`config.mk`:
```
export PLATFORM = sky130hd
export DESIGN_NAME = dram_controller
export DESIGN_NICKNAME = d
export VERILOG_FILES = /design/src/rtl/dram_ctrl_pkg.sv /design/src/rtl/dram_refresh_timer.sv /design/src/rtl/dram_controller.sv
export SDC_FILE = /design/constraint.sdc
export NUM_CORES = 1
export LEC_CHECK = 0
export BUFFER_PORTS_ARGS = -buffer_cell sky130_fd_sc_hd__clkbuf_2
export CELL_PAD_IN_SITES_DETAIL_PLACEMENT = 0
export CELL_PAD_IN_SITES_GLOBAL_PLACEMENT = 1
export CORE_UTILIZATION = 35
export DETAILED_ROUTE_END_ITERATION = 7
export PLACE_DENSITY = 0.93
export SYNTH_ARGS = -nofsm -noshare
export SYNTH_HDL_FRONTEND = slang
export SYNTH_SLANG_ARGS = --single-unit
```
`constraint.sdc`:
```
create_clock -name clk -period 3.3 [get_ports clk]
set_input_delay 0.495 -clock clk [delete_from_list [all_inputs] [get_ports clk]]
set_output_delay 0.495 -clock clk [all_outputs]
set_load 0.01 [all_outputs]
```
`src/rtl/dram_ctrl_pkg.sv`:
```
// Shared types and helpers for the multiplexed-address DRAM controller.
// Optional feature macro: DRAM_REFRESH_EN (adds the REF state).
package dram_ctrl_pkg;

    localparam int ROW_W  = 8;
    localparam int COL_W  = 8;
    localparam int DATA_W = 8;

    typedef enum logic [2:0] {
        IDLE = 3'd0,
        ROW  = 3'd1,
        COL  = 3'd2,
        WAIT = 3'd3,
        PRE  = 3'd4
`ifdef DRAM_REFRESH_EN
        ,
        REF  = 3'd5
`endif
    } state_t;

    // Parity bit that makes the nine stored bits contain an odd number of ones.
    function automatic logic odd_parity(input logic [DATA_W-1:0] d);
        return ~^d;
    endfunction

endpackage

```
`src/rtl/dram_refresh_timer.sv`:
```
// Refresh interval timer: raises refresh_due every REFRESH_INTERVAL cycles,
// tracks the next row to refresh, and clears on service.
// Instantiated by dram_controller only when DRAM_REFRESH_EN is defined.
module dram_refresh_timer #(
    parameter int REFRESH_INTERVAL = 64
) (
    input  logic       clk,
    input  logic       rst,
    input  logic       service,
    output logic       refresh_due,
    output logic [7:0] ref_row
);

    localparam int CW = $clog2(REFRESH_INTERVAL);

    logic [CW-1:0] cnt;

    // Free-running interval counter; a new expiry wins over a same-cycle service.
    always_ff @(posedge clk) begin
        if (rst) begin
            cnt         <= '0;
            refresh_due <= 1'b0;
            ref_row     <= '0;
        end else begin
            if (service) begin
                refresh_due <= 1'b0;
                ref_row     <= ref_row + 1'b1;
            end
            if (cnt == CW'(REFRESH_INTERVAL - 1)) begin
                cnt         <= '0;
                refresh_due <= 1'b1;
            end else begin
                cnt <= cnt + 1'b1;
            end
        end
    end

endmodule

```
`src/rtl/dram_controller.sv`:
```
// Initiator for the multiplexed-address DRAM bus: row/column sequencing of
// ras_n/cas_n/we_n, odd parity generation on writes and checking on reads.
// Optional feature macro: DRAM_REFRESH_EN (periodic row refresh).
module dram_controller
    import dram_ctrl_pkg::*;
#(
    parameter int READ_WAIT        = 2,
    parameter int REFRESH_INTERVAL = 64
) (
    input  logic              clk,
    input  logic              rst,
    input  logic              req,
    input  logic              wr,
    input  logic [15:0]       addr,
    input  logic [DATA_W-1:0] wdata,
    output logic              ready,
    output logic              ack,
    output logic [DATA_W-1:0] rdata,
    output logic              parity_err,
    output logic [ROW_W-1:0]  ma,
    output logic              ras_n,
    output logic              cas_n,
    output logic              we_n,
    output logic [DATA_W-1:0] md_o,
    output logic              mdp_o,
    output logic              md_oe,
    input  logic [DATA_W-1:0] md_i,
    input  logic              mdp_i
);

    // Counter shared by WAIT (READ_WAIT cycles) and REF (2 cycles).
    localparam int WCW = $clog2((READ_WAIT > 2) ? READ_WAIT : 2);

    state_t              state, next_state;
    logic [COL_W-1:0]    col_q;
    logic [DATA_W-1:0]   wdata_q;
    logic                wr_q;
    logic [WCW-1:0]      cnt;
    logic                refresh_due;
    logic                accept;
    logic                wait_last;

`ifdef DRAM_REFRESH_EN
    logic       service;
    logic       in_ref;
    logic [7:0] ref_row;

    assign service = (state == IDLE) && refresh_due;

    dram_refresh_timer #(
        .REFRESH_INTERVAL(REFRESH_INTERVAL)
    ) u_refresh_timer (
        .clk        (clk),
        .rst        (rst),
        .service    (service),
        .refresh_due(refresh_due),
        .ref_row    (ref_row)
    );
`else
    logic unused_refresh_interval;

    assign refresh_due             = 1'b0;
    assign unused_refresh_interval = (REFRESH_INTERVAL > 0);
`endif

    assign ready     = (state == IDLE) && !refresh_due;
    assign accept    = req && ready;
    assign wait_last = (cnt == WCW'(READ_WAIT - 1));

    // Next-state decode and strobe/data outputs for the current state.
    always_comb begin
        next_state = state;
        ras_n      = 1'b1;
        cas_n      = 1'b1;
        we_n       = 1'b1;
        md_oe      = 1'b0;
        md_o       = '0;
        mdp_o      = 1'b0;
        ack        = 1'b0;
        case (state)
            IDLE: begin
`ifdef DRAM_REFRESH_EN
                if (refresh_due) next_state = REF;
                else if (req)    next_state = ROW;
`else
                if (req) next_state = ROW;
`endif
            end
            ROW: begin
                ras_n      = 1'b0;
                next_state = COL;
            end
            COL: begin
                ras_n = 1'b0;
                cas_n = 1'b0;
                if (wr_q) begin
                    we_n       = 1'b0;
                    md_oe      = 1'b1;
                    md_o       = wdata_q;
                    mdp_o      = odd_parity(wdata_q);
                    next_state = PRE;
                end else begin
                    next_state = WAIT;
                end
            end
            WAIT: begin
                ras_n = 1'b0;
                cas_n = 1'b0;
                if (wait_last) next_state = PRE;
            end
            PRE: begin
`ifdef DRAM_REFRESH_EN
                ack = !in_ref;
`else
                ack = 1'b1;
`endif
                next_state = IDLE;
            end
`ifdef DRAM_REFRESH_EN
            REF: begin
                ras_n = 1'b0;
                if (cnt == WCW'(1)) next_state = PRE;
            end
`endif
            default: next_state = IDLE;
        endcase
    end

    // State register, request latch, ma sequencing and read capture.
    always_ff @(posedge clk) begin
        if (rst) begin
            state      <= IDLE;
            ma         <= '0;
            rdata      <= '0;
            parity_err <= 1'b0;
            cnt        <= '0;
            col_q      <= '0;
            wdata_q    <= '0;
            wr_q       <= 1'b0;
`ifdef DRAM_REFRESH_EN
            in_ref     <= 1'b0;
`endif
        end else begin
            state      <= next_state;
            parity_err <= 1'b0;
            if (accept) begin
                col_q   <= addr[7:0];
                wdata_q <= wdata;
                wr_q    <= wr;
                ma      <= addr[15:8];
`ifdef DRAM_REFRESH_EN
                in_ref  <= 1'b0;
`endif
            end
            if (state == ROW) ma <= col_q;
`ifdef DRAM_REFRESH_EN
            if (service) begin
                ma     <= ref_row;
                in_ref <= 1'b1;
            end
            if (state == WAIT || state == REF) cnt <= cnt + 1'b1;
            else                               cnt <= '0;
`else
            if (state == WAIT) cnt <= cnt + 1'b1;
            else               cnt <= '0;
`endif
            if (state == WAIT && wait_last) begin
                rdata      <= md_i;
                parity_err <= ~(^{md_i, mdp_i});
            end
        end
    end

endmodule

```
Yosys cells after proc, flatten, opt, wreduce, memory -nomap -nowiden:

Index checks and enable logic that the tools add are counted.

* output and inout bits: 32
* flip-flop bits (word level): 38

* eq/ne operators: 6
* bitwise operators: 3
* reductions and logical operators: 11
* muxes and demuxes: 17
* add/subtract/negate cells: 1

Operators by type and width (number)
* two-way mux 8 bit: 4
* case mux 3 bit (4 select lines): 1
* two-way mux 1 bit: 9
* two-way mux 3 bit: 3
* XOR reduction 9 bit: 1
* XNOR reduction 8 bit: 1
* == test 3 x 2 -> 1 bit (second input constant): 2
* OR reduction 2 bit: 3
* inequality test 2 bit (second input constant): 2
* == test 3 x 1 -> 1 bit (second input constant): 1
* == test 3 bit (second input constant): 1
* zero test 3 bit: 1
* inverter 1 bit: 3
* OR reduction 3 bit: 1
* logical AND 1 bit: 2
* AND reduction 2 bit: 1
* nonzero test 2 bit: 1
* adder 1 bit (second input constant): 1

Logic depth before layout (Yosys ltp):

Gate-level depths: netlist of run 1.

* depth in word-level cells: 4
* mapped depth: 6
* gate-level depth less buffers: 5

Least setup slack after synthesis of run 1:

OpenSTA, ideal clock, no wires.

* kind: flip-flop to output port
* start point: reg state[1]
* end point: out md_o[0]
* path slack: 1449 ps
* arrival time: 1356 ps
* data required time: 2805 ps
* cell stages (with the launch flop): 7
* buffers on the path: 1
* cell sequence: dfxtp_1 -> buf_4 -> and2b_1 -> inv_2 -> or3_4 -> inv_2 -> and2_1

* word-level cells in the longest chain between the ends: 2

Ends and longest elaborated chain
* from (decl): line dram_controller.sv:34 `state_t state, next_state;`
* from (signal assigned): line dram_controller.sv:144 `state <= next_state;`
* == test 3 x 2 -> 1 bit: line dram_controller.sv:80 `case (state)`
* two-way mux 8 bit: line dram_controller.sv:80
* to (decl): line dram_controller.sv:24 `output logic [DATA_W-1:0] md_o,`

Every way passes these cells.

Worst setup path in the final report of run 1:

Ends and elaborated chain as after synthesis.

==> results of run 1 <==
[synthesized netlist by cell type]
library cell and number:
nand2_1 69, dfxtp_1 38, a21oi_1 28, nor2_1 12, xnor2_1 11, a311oi_1 9, and2_1 9, buf_2 5
clkbuf_1 5, buf_4 2, inv_2 2, nor3_1 2, xor2_1 2, and2b_1 1, and3_1 1, buf_6 1
inv_1 1, nand3_1 1, nor2b_1 1, nor3_2 1, nor3b_1 1, nor4b_1 1, o21bai_1 1, o22a_1 1
o41ai_1 1, or3_4 1, xnor3_1 1
[metrics by stage]
stage	hold WS [ns]	power (uW)	instance area, sq um	setup slack, ns	utilization (%)
global route	0.429	1090	2070	0.823	46.5
global placement	0.442	740	1990	1.31	44.8
detailed placement	0.447	744	1990	1.27	44.8
CTS	0.423	1040	2070	0.947	46.5
finish	0.429	1030	2070	0.953	46.5
floorplan	0.437	680	1660	1.45	-
[power by group]
part           internal [uW]  switching (uW)  total [uW]
Clock                    146             150         296
Sequential               494            28.5         523
Combinational           93.4             114         207
Total                    733             292        1030
[worst paths after layout]
check	to	slack (ns)	cells past startpoint
setup / recovery	md_o[0]	0.95	6
hold / removal	col_q[6]$_SDFFE_PP0P_	0.43	3
setup reg to reg	ma[7]$_SDFFE_PP0P_	1.30	4
hold reg to reg	col_q[6]$_SDFFE_PP0P_	0.46	2
[kinds of logic (layout without fill, tap and decap cells)]
group / count (synthesis) / in the layout
flip-flops: 38 / 38
AO/OA/AOI/OAI: 40 / 40
buffers and inverters: 16 / 78
XOR/XNOR: 14 / 14
AND/OR/NAND/NOR: 100 / 100
[sequential cells by signal, indices dropped and copies added, names as in the netlist]
register and count:
rdata 8, cnt 1, parity_err 1, wr_q 1, state 3, wdata_q 8, ma 8, col_q 8
[routing by layer]
metal  vias up  share of wire, %  GRT usage (%)
met5         -                 0              0
met2        40                46           27.5
met3         5               5.8           4.13
met4         0               1.2           6.00
met1       707                47           20.3
li1        804                 -              -
[layout make-up]
cell class                 instances  area (sq um)  area share, %
multi-input combinational        154           813           39.3
tap                               52          65.1           3.15
inverter                           3          11.3          0.545
sequential                        38           761           36.8
timing repair buffer              68           340           16.5
clock buffer                       7          76.3           3.69
[critical path, cell delays in order, from the launching register on]
cell and delay (ns):
dfxtp_1 0.52, and2b_1 0.22, inv_2 0.06, or3_4 0.36
inv_2 0.13, and2_1 0.15, clkbuf_2 0.13
==> out/summary.md, run 1 <==
Port buffering added 68 buffers. The die area was 5010 sq um; the final layout net count was 307. The initialized floorplan defines 24 standard-cell rows.

The area share of the largest cell type after synthesis came out at 46.0%. The total count of max-transition violations in the final report is 0, and the per-cell via count in the routed design is 4.83. Mean cell area of the mapped netlist: 7.96 sq um. The total wirelength of the detailed-routed design was 3690 um.

Yosys printed 0 warnings. The share of the synthesized area in compound gates (AO/OA/AOI/OAI) was 14.7%; the clock-pin slew reported for the worst setup and hold paths after clock tree synthesis was 0.07 ns. Fill cells in the final layout number 482. The H-tree generated during clock tree synthesis spans 2 levels.

The logs give 0 for the setup violation total in the final timing report and 0 for the initial antenna violation count. The tools report the number of global-route vias before repair as 1467. The clock net in this run drives a total of 38 sinks. The share of the clock period used by the worst path after layout came out at 71.1%. Yosys mapped the design onto 27 distinct sky130hd cell types.

The latest clock arrival within the worst-skew pair is 0.28 ns. The synthesized design spends more area on one cell type than any other, namely dfxtp_1. By startpoint and endpoint, the worst setup path is classified as flip-flop to output pin. Count of antenna diodes in the layout: 0. Synthesis handed over a netlist of 208 instances. For the total standard cell area after synthesis, the log shows 1660 sq um. The tree is rooted in a clkbuf_8.

The simple-gate share of the synthesized area is 26.2%. Summed over all nets, the half-perimeter wirelength after detailed placement is 2580 um. The signed area change from the synthesized netlist to the final layout works out to 24.9%. The worst pin sits at a relative slew slack of 39.2%.

The library cell used most frequently in the layout, excluding fill and tap cells, is nand2_1. For the cell count after placement, the log shows 315. Data arrival time of the worst path: 1.85 ns. 69 I/O pins were placed. At the pin with the least slew margin, the transition time is 0.912 ns.

The run gives 0 as the final hold violation count. For the maximum clock insertion buffer count, the log shows 2. Critical path capture point type: an output pin. The checks that failed: DRC. The first global-routing pass estimated 6460 um of wire. Global-route congestion overflow total: 0.

From bottom edge to top edge, the die measures 70.8 um. Dividing the detail-routed wire length by the instance count gives 11.5 um. The path category of the worst min-delay check was input port to flip-flop.

At the end of routability-driven placement, the weighted congestion stood at 0.732. For the worst voltage drop across the vdd grid, the log shows 0.000240 V. The run gives 322 as the final instance count without filler cells. The startpoint identified for the worst register-to-register timing path is state[0]$_SDFFE_PP0P_. The number of nets handed over by synthesis was 245.

The quantity of gates resized following cts is 0. The launch point of the critical path is state[1]$_SDFFE_PP0P_. The post-synthesis share of cell area spent on full adders, half adders and majority gates was 0%. The die is 70.8 um wide.

The routed layout has 1556 vias. The count of nets left with antenna violations once routing finished came out at 0. After synthesis, the cell types taking the most area are dfxtp_1, nand2_1, a21oi_1. For the final database, setup skew stands at 0.00452 ns.

The core region is 4440 sq um. The post-route netlist has 28.5% of its cells at a drive strength greater than 1. Measured against the total synthesized area, the mux share comes to 0%.

After synthesis the netlist holds a flip-flop and latch count of 38. The leakage power figure was 0.000905 uW. The fraction of synthesized cell area in xor and xnor cells came out at 8.24%.

By area, the combinational part of the netlist is dominated by simple AND/OR/NAND/NOR gates. Across the run, the number of max-cap violations was 0. The worst path in the final design needs a cycle of 2.35 ns, including I/O delays and setup. The tools report the startpoint of the lowest-slack hold path as addr[6]. The tools report the hold-fix buffer count after cts as 0. Setup repair after global routing left no endpoint under its margin. The areal power density over the cells is 496 nW/um^2, and the starting density of the core is 37.2%.

TritonCTS built the clock tree. The number of setup buffers added after CTS is 0. The detailed router finished its first iteration with 119 violations.

The tools report the kind of start point of the critical path as a flip-flop. In the layout the commonest cells are nand2_1, clkbuf_2, dfxtp_1. The share of the yosys chip area belonging to registers is 46.0%. Global routing used 16.4% of the available tracks across all layers. Of all nets on the critical path, the largest fanout is 11. The run finished, with violations left.

Highest achievable clock rate: 426 MHz. TritonCTS created 5 clock buffers. Entering global routing, the biggest net connects 39 pins.

The first detailed-routing pass ran for 6 iterations. At the worst endpoint, the required time is 2.80 ns. In the final timing run, aggregate negative setup slack is 0 ns. The number of remaining DRC errors is 14.
(Power assumes the default switching activity.)
==> run 2, diff against run 1 <==
- ABC_AREA: default -> 1
- CORE_UTILIZATION: 35 -> 34
- PLACE_DENSITY: 0.93 -> 0.9
- clock period: 3.3 -> 2.2 ns (I/O delays scaled with it)
==> run 2 against run 1 <==
Net effect: the run now ends clean; sequential power rose by 74%; hold slack got worse by 0.16 ns; highest routed layer unchanged; global-route usage is 1.7 points lower; combinational power rose to 3.9 times the previous value; synthesized cell count is 27% higher; power is 110% higher; sequential share of layout area decreased by 4.6 points; critical endpoint is now md_o[7].
==> out/summary.md, run 2 <==
The per-cell via count in the routed design came out at 4.50 (-7.0%). The hold-fix buffer count after cts is 0 (unchanged). Highest achievable clock rate: 559 MHz. The fraction of synthesized cell area in xor and xnor cells came out at 2.77% (-5.5 points).

The number of flops mapped to enable cells by yosys was 0 (unchanged); the signed area change from the synthesized netlist to the final layout was 24.5%. Initial antenna violation count: 0 (unchanged). In the synthesized netlist the dominant register cell turns out to be dfxtp_1.

The count of antenna diodes in the layout is 0 (unchanged), and the total count of max-transition violations in the final report is 0 (unchanged). The end of the worst hold path was col_q[3]$_SDFFE_PP0P_. The dominant combinational cell family by area after synthesis is simple AND/OR/NAND/NOR gates. Share of the synthesized area in compound gates (AO/OA/AOI/OAI): 17.2% (+2.5 points).

The tools report the first-pass detailed-route iteration total as 4 (-2). The depth of the worst register-to-register path is 6 (+2). The kind of start point of the critical path is a flip-flop.

The critical path in this run is classified as flip-flop to output pin. The tools report the CTS H-tree depth as 2 (unchanged). The tree is rooted in a clkbuf_8. The leakage power figure is 0.00116 uW (+29%). For the reg-to-reg setup timing slack, the log shows 0.75 ns (-0.55 ns). Clock buffer count from CTS: 5 (unchanged).

Most instantiated library cell after synthesis: nand2_1. STA classifies the critical path endpoint as an output pin. For the worst voltage drop across the vdd grid, the log shows 0.000403 V (+68%). The worst hold path cell count was 3 (unchanged). Total wirelength of the detailed-routed design: 4290 um (+16%).

The logs give 0 (unchanged) for the post-CTS setup buffer count and 0.00749 ns (+0.00297 ns) for the post-route clock skew. The height of the die came out at 76.7 um (+8.4%). The number of remaining DRC errors came out at 0 (-14). The clock-pin slew reported for the worst setup and hold paths after clock tree synthesis is 0.08 ns (about the same).

For the starting density of the core, the log shows 36.3% (-0.98 points). The run gives 265 (+27%) as the synthesized instance count. The total number of clock tree sinks was 38 (unchanged); the placer's final routability congestion estimate was 0.759 (+3.7%). Of all cell types, the one taking the most synthesized area is dfxtp_1. Actual slew at the worst max-slew pin: 0.499 ns (-0.413 ns). The combined global-route utilization of all metal layers is 14.6% (-1.7 points).

The largest net degree at the start of global routing was 27 (-31%). For the number of global-route vias before repair, the log shows 1684 (+15%). The final instance count without filler cells was 404 (+25%). The share of the yosys chip area belonging to registers is 40.1% (-5.9 points).

The die area is 5890 sq um (+18%). The area share of the largest cell type after synthesis works out to 40.1% (-5.9 points). The areal power density over the cells is 927 nW/um^2 (+87%), and the average routed wire per standard cell is 10.6 um (-7.4%).

The tools report the data arrival time of the worst path as 1.46 ns (-0.39 ns). The simple-gate share of the synthesized area works out to 28.4% (+2.2 points). The logs give 69 (unchanged) for the number of top-level design ports and 1816 (+17%) for the total via count in the routed design. Width of the chip: 76.7 um (+8.4%). The core footprint is 5240 sq um (+18%), and the setup total negative slack is 0 ns (unchanged). By count the netlist is led by nand2_1, dfxtp_1, inv_1, nor2_1, o21ai_0. The tools report the setup violation total in the final timing report as 0 (unchanged).

The top fanout value on the critical path was 10 (-1). The global-route congestion overflow total came out at 0 (unchanged). The initial DRC count was 44 (-63%); the number of input and output port buffers inserted was 68 (unchanged). The reported max-cap violation count came out at 0 (unchanged). The estimated wirelength of the detail-placed design is 3240 um (+25%). The share of layout cells above drive strength 1 was 30.8% (+2.3 points); the number of antenna-violating nets in the routed design was 0 (unchanged). Final hold violation count: 0 (unchanged).

The multiplexer share of the synthesized area was 0% (unchanged). The tools report the normalized max-slew margin as 66.6% (+27 points). Count of standard-cell rows: 26 (+8.3%). In the post-synthesis netlist, the biggest area contributors are dfxtp_1, nand2_1, inv_1. Post-synthesis async set-or-reset flop share: 0% (unchanged). The number of register bits inferred by synthesis is 38 (unchanged). The min-delay analysis places its worst path in the category input port to flip-flop. The maximum clock insertion buffer count is 2 (unchanged). Wire length of the first global-routing pass: 7010 um (+8.5%).

The post-synthesis share of cell area spent on full adders, half adders and majority gates is 0% (unchanged). The most frequent standard cell in the layout excluding fill and tap cells is clkbuf_2. The tools report the final layout net count as 370 (+21%).

The mean cell area of the mapped netlist came out at 7.17 sq um (-9.9%). The logs give 0.28 ns (about the same) for the latest clock arrival within the worst-skew pair and 1900 sq um (+15%) for the total standard cell area after synthesis. The synthesized net count was 302 (+23%). The flow ran to the end, and the final reports show no timing, DRC or antenna violations.

TritonCTS built the clock tree. Setup repair after global routing left no endpoint under its margin. Minimum clock period: 1.79 ns. The share of the clock period used by the worst path after layout is 81.4%. The logs give 396 (+26%) for the cell count after placement and 1.87 ns (-0.93 ns) for the data required time of the worst path. The startpoint identified for the worst register-to-register timing path is state[1]$_SDFFE_PP0P_. Unique cell type count in the Yosys netlist: 30 (+11%).

The startpoint identified for the worst hold timing path is addr[3]. Quantity of gates resized following cts: 0 (unchanged). In the layout the commonest cells are clkbuf_2, nand2_1, dfxtp_1. The worst register-to-register path ends at wdata_q[3]$_SDFFE_PP0P_. The run gives 0 (unchanged) as the total number of yosys warnings.
## run 2: cell types whose count changed after synthesis, moves of 4 or more
cell,change
and2_1,-9
a21oi_1,-19
a31oi_1,+8
a311oi_1,-9
o21ai_0,+15
xnor2_1,-6
nand3_1,+8
o21ai_1,+7
buf_2,-4
a21oi_2,+9
nand2_1,-7
nor2_1,+24
inv_1,+35
## run 2: layout make-up
class / instances / area [sq um]
Multi-Input combinational cell: 178 / 918
Inverter: 41 / 159
Fill cell: 574 / 2870
Sequential cell: 38 / 761
Clock inverter: 1 / 5.00
Clock buffer: 7 / 86.3
Tap cell: 70 / 87.6
Timing Repair Buffer: 69 / 348
## run 2: routing by layer
metal | GRT usage (%) | share of wire (%) | vias up
met5 | 0 | 0 | -
met4 | 4.62 | 0.84 | 0
met3 | 2.74 | 3.0 | 2
met2 | 26.9 | 50 | 30
met1 | 16.9 | 46 | 813
li1 | - | - | 971
## run 2: kinds of logic after synthesis
family          after synthesis
buf+inv                      49
flops                        38
xor+xnor                      6
simple gates                119
compound gates               53
## run 2: worst max path at each step
stage	from	slack, ns	to	depth (start not counted)
after floorplan	state[2]$_SDFFE_PP0P_	0.83	md_o[0]	5
final	state[1]$_SDFFE_PP0P_	0.41	md_o[7]	5
after detailed placement	state[1]$_SDFFE_PP0P_	0.70	md_o[7]	5
after CTS	state[1]$_SDFFE_PP0P_	0.39	md_o[7]	5
after global placement	rst	0.75	state[0]$_SDFFE_PP0P_	5
after global routing	state[1]$_SDFFE_PP0P_	0.27	md_o[6]	5
## run 2: report_power, final
| group | switching (uW) | total [uW] | internal, uW |
|---|---|---|---|
| logic | 504 | 797 | 294 |
| clock network | 234 | 487 | 253 |
| registers | 90.0 | 908 | 818 |
| total | 827 | 2190 | 1360 |
## run 2: critical path: stages (launching register included)
cell	delay, ns
dfxtp_1	0.53
nand3_1	0.14
nor2_2	0.15
inv_2	0.11
nor2_1	0.12
clkbuf_2	0.14
## run 2: metrics by stage
stage	hold slack [ns]	cell area (sq um)	setup slack [ns]	total power (uW)	utilization [%]
after CTS	0.269	2360	0.392	2220	45.2
after global routing	0.287	2360	0.269	2350	45.2
after floorplan	0.462	1900	0.826	1550	-
after detailed placement	0.437	2270	0.700	1740	43.4
after global placement	0.432	2270	0.748	1720	43.4
final	0.273	2360	0.410	2190	45.2
==> run 3, diff against run 2 <==
- clock period: 2.2 -> 1.8 ns (I/O delays scaled with it)
==> run 3 against run 2 <==
Net effect: first-iteration DRC count is 130% higher; combinational power grew 22%; critical path depth grew 1; final cell count is 0.25% lower; register-to-register slack lost 0.38 ns; clock power up 15%; final area unchanged; global-route usage is 0.38 points higher; via count fell by 1.5%; power grew 21%; die area unchanged; clock-buffer cell count down 1.
==> out/summary.md, run 3 (synthesized netlist as in run 2, its figures left out) <==
The total via count in the routed design is 1789 (-1.5%), and the initial antenna violation count is 0 (unchanged). The global-route congestion overflow total is 0 (unchanged). The signed area change from the synthesized netlist to the final layout is 24.5% (unchanged), and the buffering stage count on the worst path with inverters included is 3 (+1).

Largest net degree at the start of global routing: 27 (unchanged). The post-CTS setup buffer count came out at 0 (unchanged). The post-route clock skew is 0.00460 ns (-0.00289 ns), and the share of the clock period used by the worst path after layout is 91.5%. The initial DRC count was 101 (+130%). The run gives 69 (unchanged) as the number of top-level design ports.

The die area came out at 5890 sq um (unchanged). The startpoint of the lowest-slack hold path was addr[7]. The tools report the final hold violation count as 0 (unchanged). The run gives 0.000367 V (-8.9%) as the worst voltage drop across the vdd grid. The signal on the critical path passes through inv_2 -> nand3_1 -> nor2_2 -> inv_2 -> nor2_1 -> clkbuf_2.

Counting I/O delays and the setup requirement, the final critical path takes 1.65 ns. The tools report the reg-to-reg critical path endpoint as ma[4]$_SDFFE_PP0P_. For the placer's final routability congestion estimate, the log shows 0.808 (+6.4%).

By startpoint and endpoint, the worst setup path is classified as flip-flop to output pin. The tools report the wire length of the first global-routing pass as 7200 um (+2.8%). The combined global-route utilization of all metal layers is 15.0% (+0.38 points), and the depth of the worst register-to-register path is 5 (-1). The run gives 1661 (-1.4%) as the number of global-route vias before repair.

The clock-pin slew reported for the worst setup and hold paths after clock tree synthesis works out to 0.07 ns (about the same). The cell that appears most often on the critical path is inv_2. The library cells used most frequently in the layout, excluding fill and tap cells, are clkbuf_2, nand2_1, dfxtp_1. The estimated wirelength of the detail-placed design came out at 3200 um (-1.4%). The startpoint identified for the worst register-to-register timing path is state[0]$_SDFFE_PP0P_. The starting density of the core was 36.3% (unchanged); the leakage power figure was 0.00116 uW (about the same). The worst hold path cell count works out to 3 (unchanged).

The root buffer cell chosen for the clock tree is clkbuf_8. The tools report the core footprint as 5240 sq um (unchanged). The share of layout cells above drive strength 1 came out at 31.2% (+0.39 points). The slowest stage of the critical path belongs to the cell dfxtp_1. The actual slew at the worst max-slew pin is 0.520 ns (+0.0203 ns), and the count of standard-cell rows is 26 (unchanged).

The tools report the highest achievable clock rate as 607 MHz. The flow ran to the end, and the final reports show no timing, DRC or antenna violations. The width of the chip was 76.7 um (unchanged); the reported max-cap violation count was 0 (unchanged). The top fanout value on the critical path is 10 (unchanged), and the count of antenna diodes in the layout is 0 (unchanged). STA classifies the critical path startpoint as a flip-flop. Total number of clock tree sinks: 38 (unchanged). For the reg-to-reg setup timing slack, the log shows 0.37 ns (-0.38 ns).

The worst hold path belongs to the class input port to flip-flop. TritonCTS built the clock tree. The areal power density over the cells is 1120 nW/um^2 (+21%), and the number of antenna-violating nets in the routed design is 0 (unchanged).

Total wirelength of the detailed-routed design: 4170 um (-2.9%). The run gives 4 (unchanged) as the first-pass detailed-route iteration total. The per-cell via count in the routed design works out to 4.44 (-1.2%). The run gives 1.53 ns (-0.34 ns) as the data required time of the worst path. The normalized max-slew margin is 65.2% (-1.4 points), and the least setup slack across all paths after layout is 0.154 ns (-0.256 ns). The critical path capture point type was an output pin. The total count of max-transition violations in the final report came out at 0 (unchanged). Biggest cell delay along the critical path: 0.34 ns (-0.19 ns). Leaving out fill and tap cells, the most frequent cell in the layout is clkbuf_2.

The end of the worst hold path is col_q[7]$_SDFFE_PP0P_. The CTS H-tree depth is 2 (unchanged), and the final layout net count is 371 (+0.27%). The setup violation total in the final timing report was 0 (unchanged); the number of remaining DRC errors was 0 (unchanged). The tools report the clock buffer count from CTS as 5 (unchanged). The data arrival time of the worst path was 1.38 ns (-0.08 ns); the maximum clock insertion buffer count was 2 (unchanged). The cell family contributing the most delay on the critical path is buffers and inverters.

The average routed wire per standard cell came out at 10.3 um (-2.6%). The setup total negative slack came out at 0 ns (unchanged). The latest clock arrival within the worst-skew pair was 0.28 ns (about the same); the final cell utilization of the core was 45.2% (unchanged). The pre-CTS worst setup slack was 0.315 ns (-0.385 ns); the height of the die was 76.7 um (unchanged).

Setup repair after global routing left no endpoint under its margin. The number of input and output port buffers inserted came out at 68 (unchanged).
## run 3: cell types whose count changed in the layout (fill, tap and decap cells not counted)
cell,change
buf_4,+1
clkbuf_1,-1
clkinv_2,-1
dfxtp_1,-1
dfxtp_2,+1
## run 3: cell type report
type,instances,area [sq um]
clock buffers,6,82.6
flip-flops and latches,38,762
well taps,70,87.6
multi-input cells,178,918
inverters,41,159
repair buffers,70,355
fillers,570,2870
## run 3: report_power, final
| part | leakage (uW) | internal [uW] | switching (uW) | total [uW] |
|---|---|---|---|---|
| Clock | 0.0000431 | 295 | 265 | 560 |
| Combinational | 0.000809 | 361 | 607 | 969 |
| Sequential | 0.000312 | 1000 | 111 | 1110 |
| Total | 0.00116 | 1660 | 984 | 2640 |
## run 3: how the worst max path moves through the flow
stage	start	to	slack, ns	depth (start not counted)
2_1_floorplan	state[2]$_SDFFE_PP0P_	md_o[0]	0.49	5
3_3_place_gp	state[1]$_SDFFE_PP0P_	md_o[6]	0.36	5
3_5_place_dp	state[1]$_SDFFE_PP0P_	rdata[4]$_SDFFE_PP0P_	0.32	3
4_1_cts	state[1]$_SDFFE_PP0P_	md_o[5]	0.05	5
5_1_grt	state[2]$_SDFFE_PP0P_	md_o[1]	0.04	6
6_report	state[2]$_SDFFE_PP0P_	md_o[5]	0.15	6
## run 3: per-layer routing
metal / part of all wire [%] / up-vias / track usage [%]
met5: 0 / - / 0
met4: 1.5 / 0 / 5.77
met3: 4.2 / 5 / 4.29
met2: 47 / 30 / 25.4
met1: 47 / 785 / 17.7
li1: - / 969 / -
## run 3: per-stage QoR
step           total power, uW  cell area (sq um)  hold slack (ns)  instances
5_1_grt                   2860               2360            0.214        403
3_3_place_gp              2090               2280            0.432        397
4_1_cts                   2680               2360            0.207        403
6_report                  2640               2360            0.215        403
2_1_floorplan             1900               1900            0.405        265
3_5_place_dp              2110               2280            0.437        397
## run 3: worst reg2reg max path, cell delays in order, from the launching register on
cell,delay (ns)
dfxtp_1,0.44
inv_2,0.09
nor3_4,0.41
nor2_2,0.19
nand2_1,0.10
a31oi_1,0.07
## run 3: what timing repair did
item / in CTS / in global routing
gates resized for setup: 0 / 1
setup endpoints to repair: 0 / 8
hold buffers: 0 / 0
hold endpoints to repair: 0 / 0
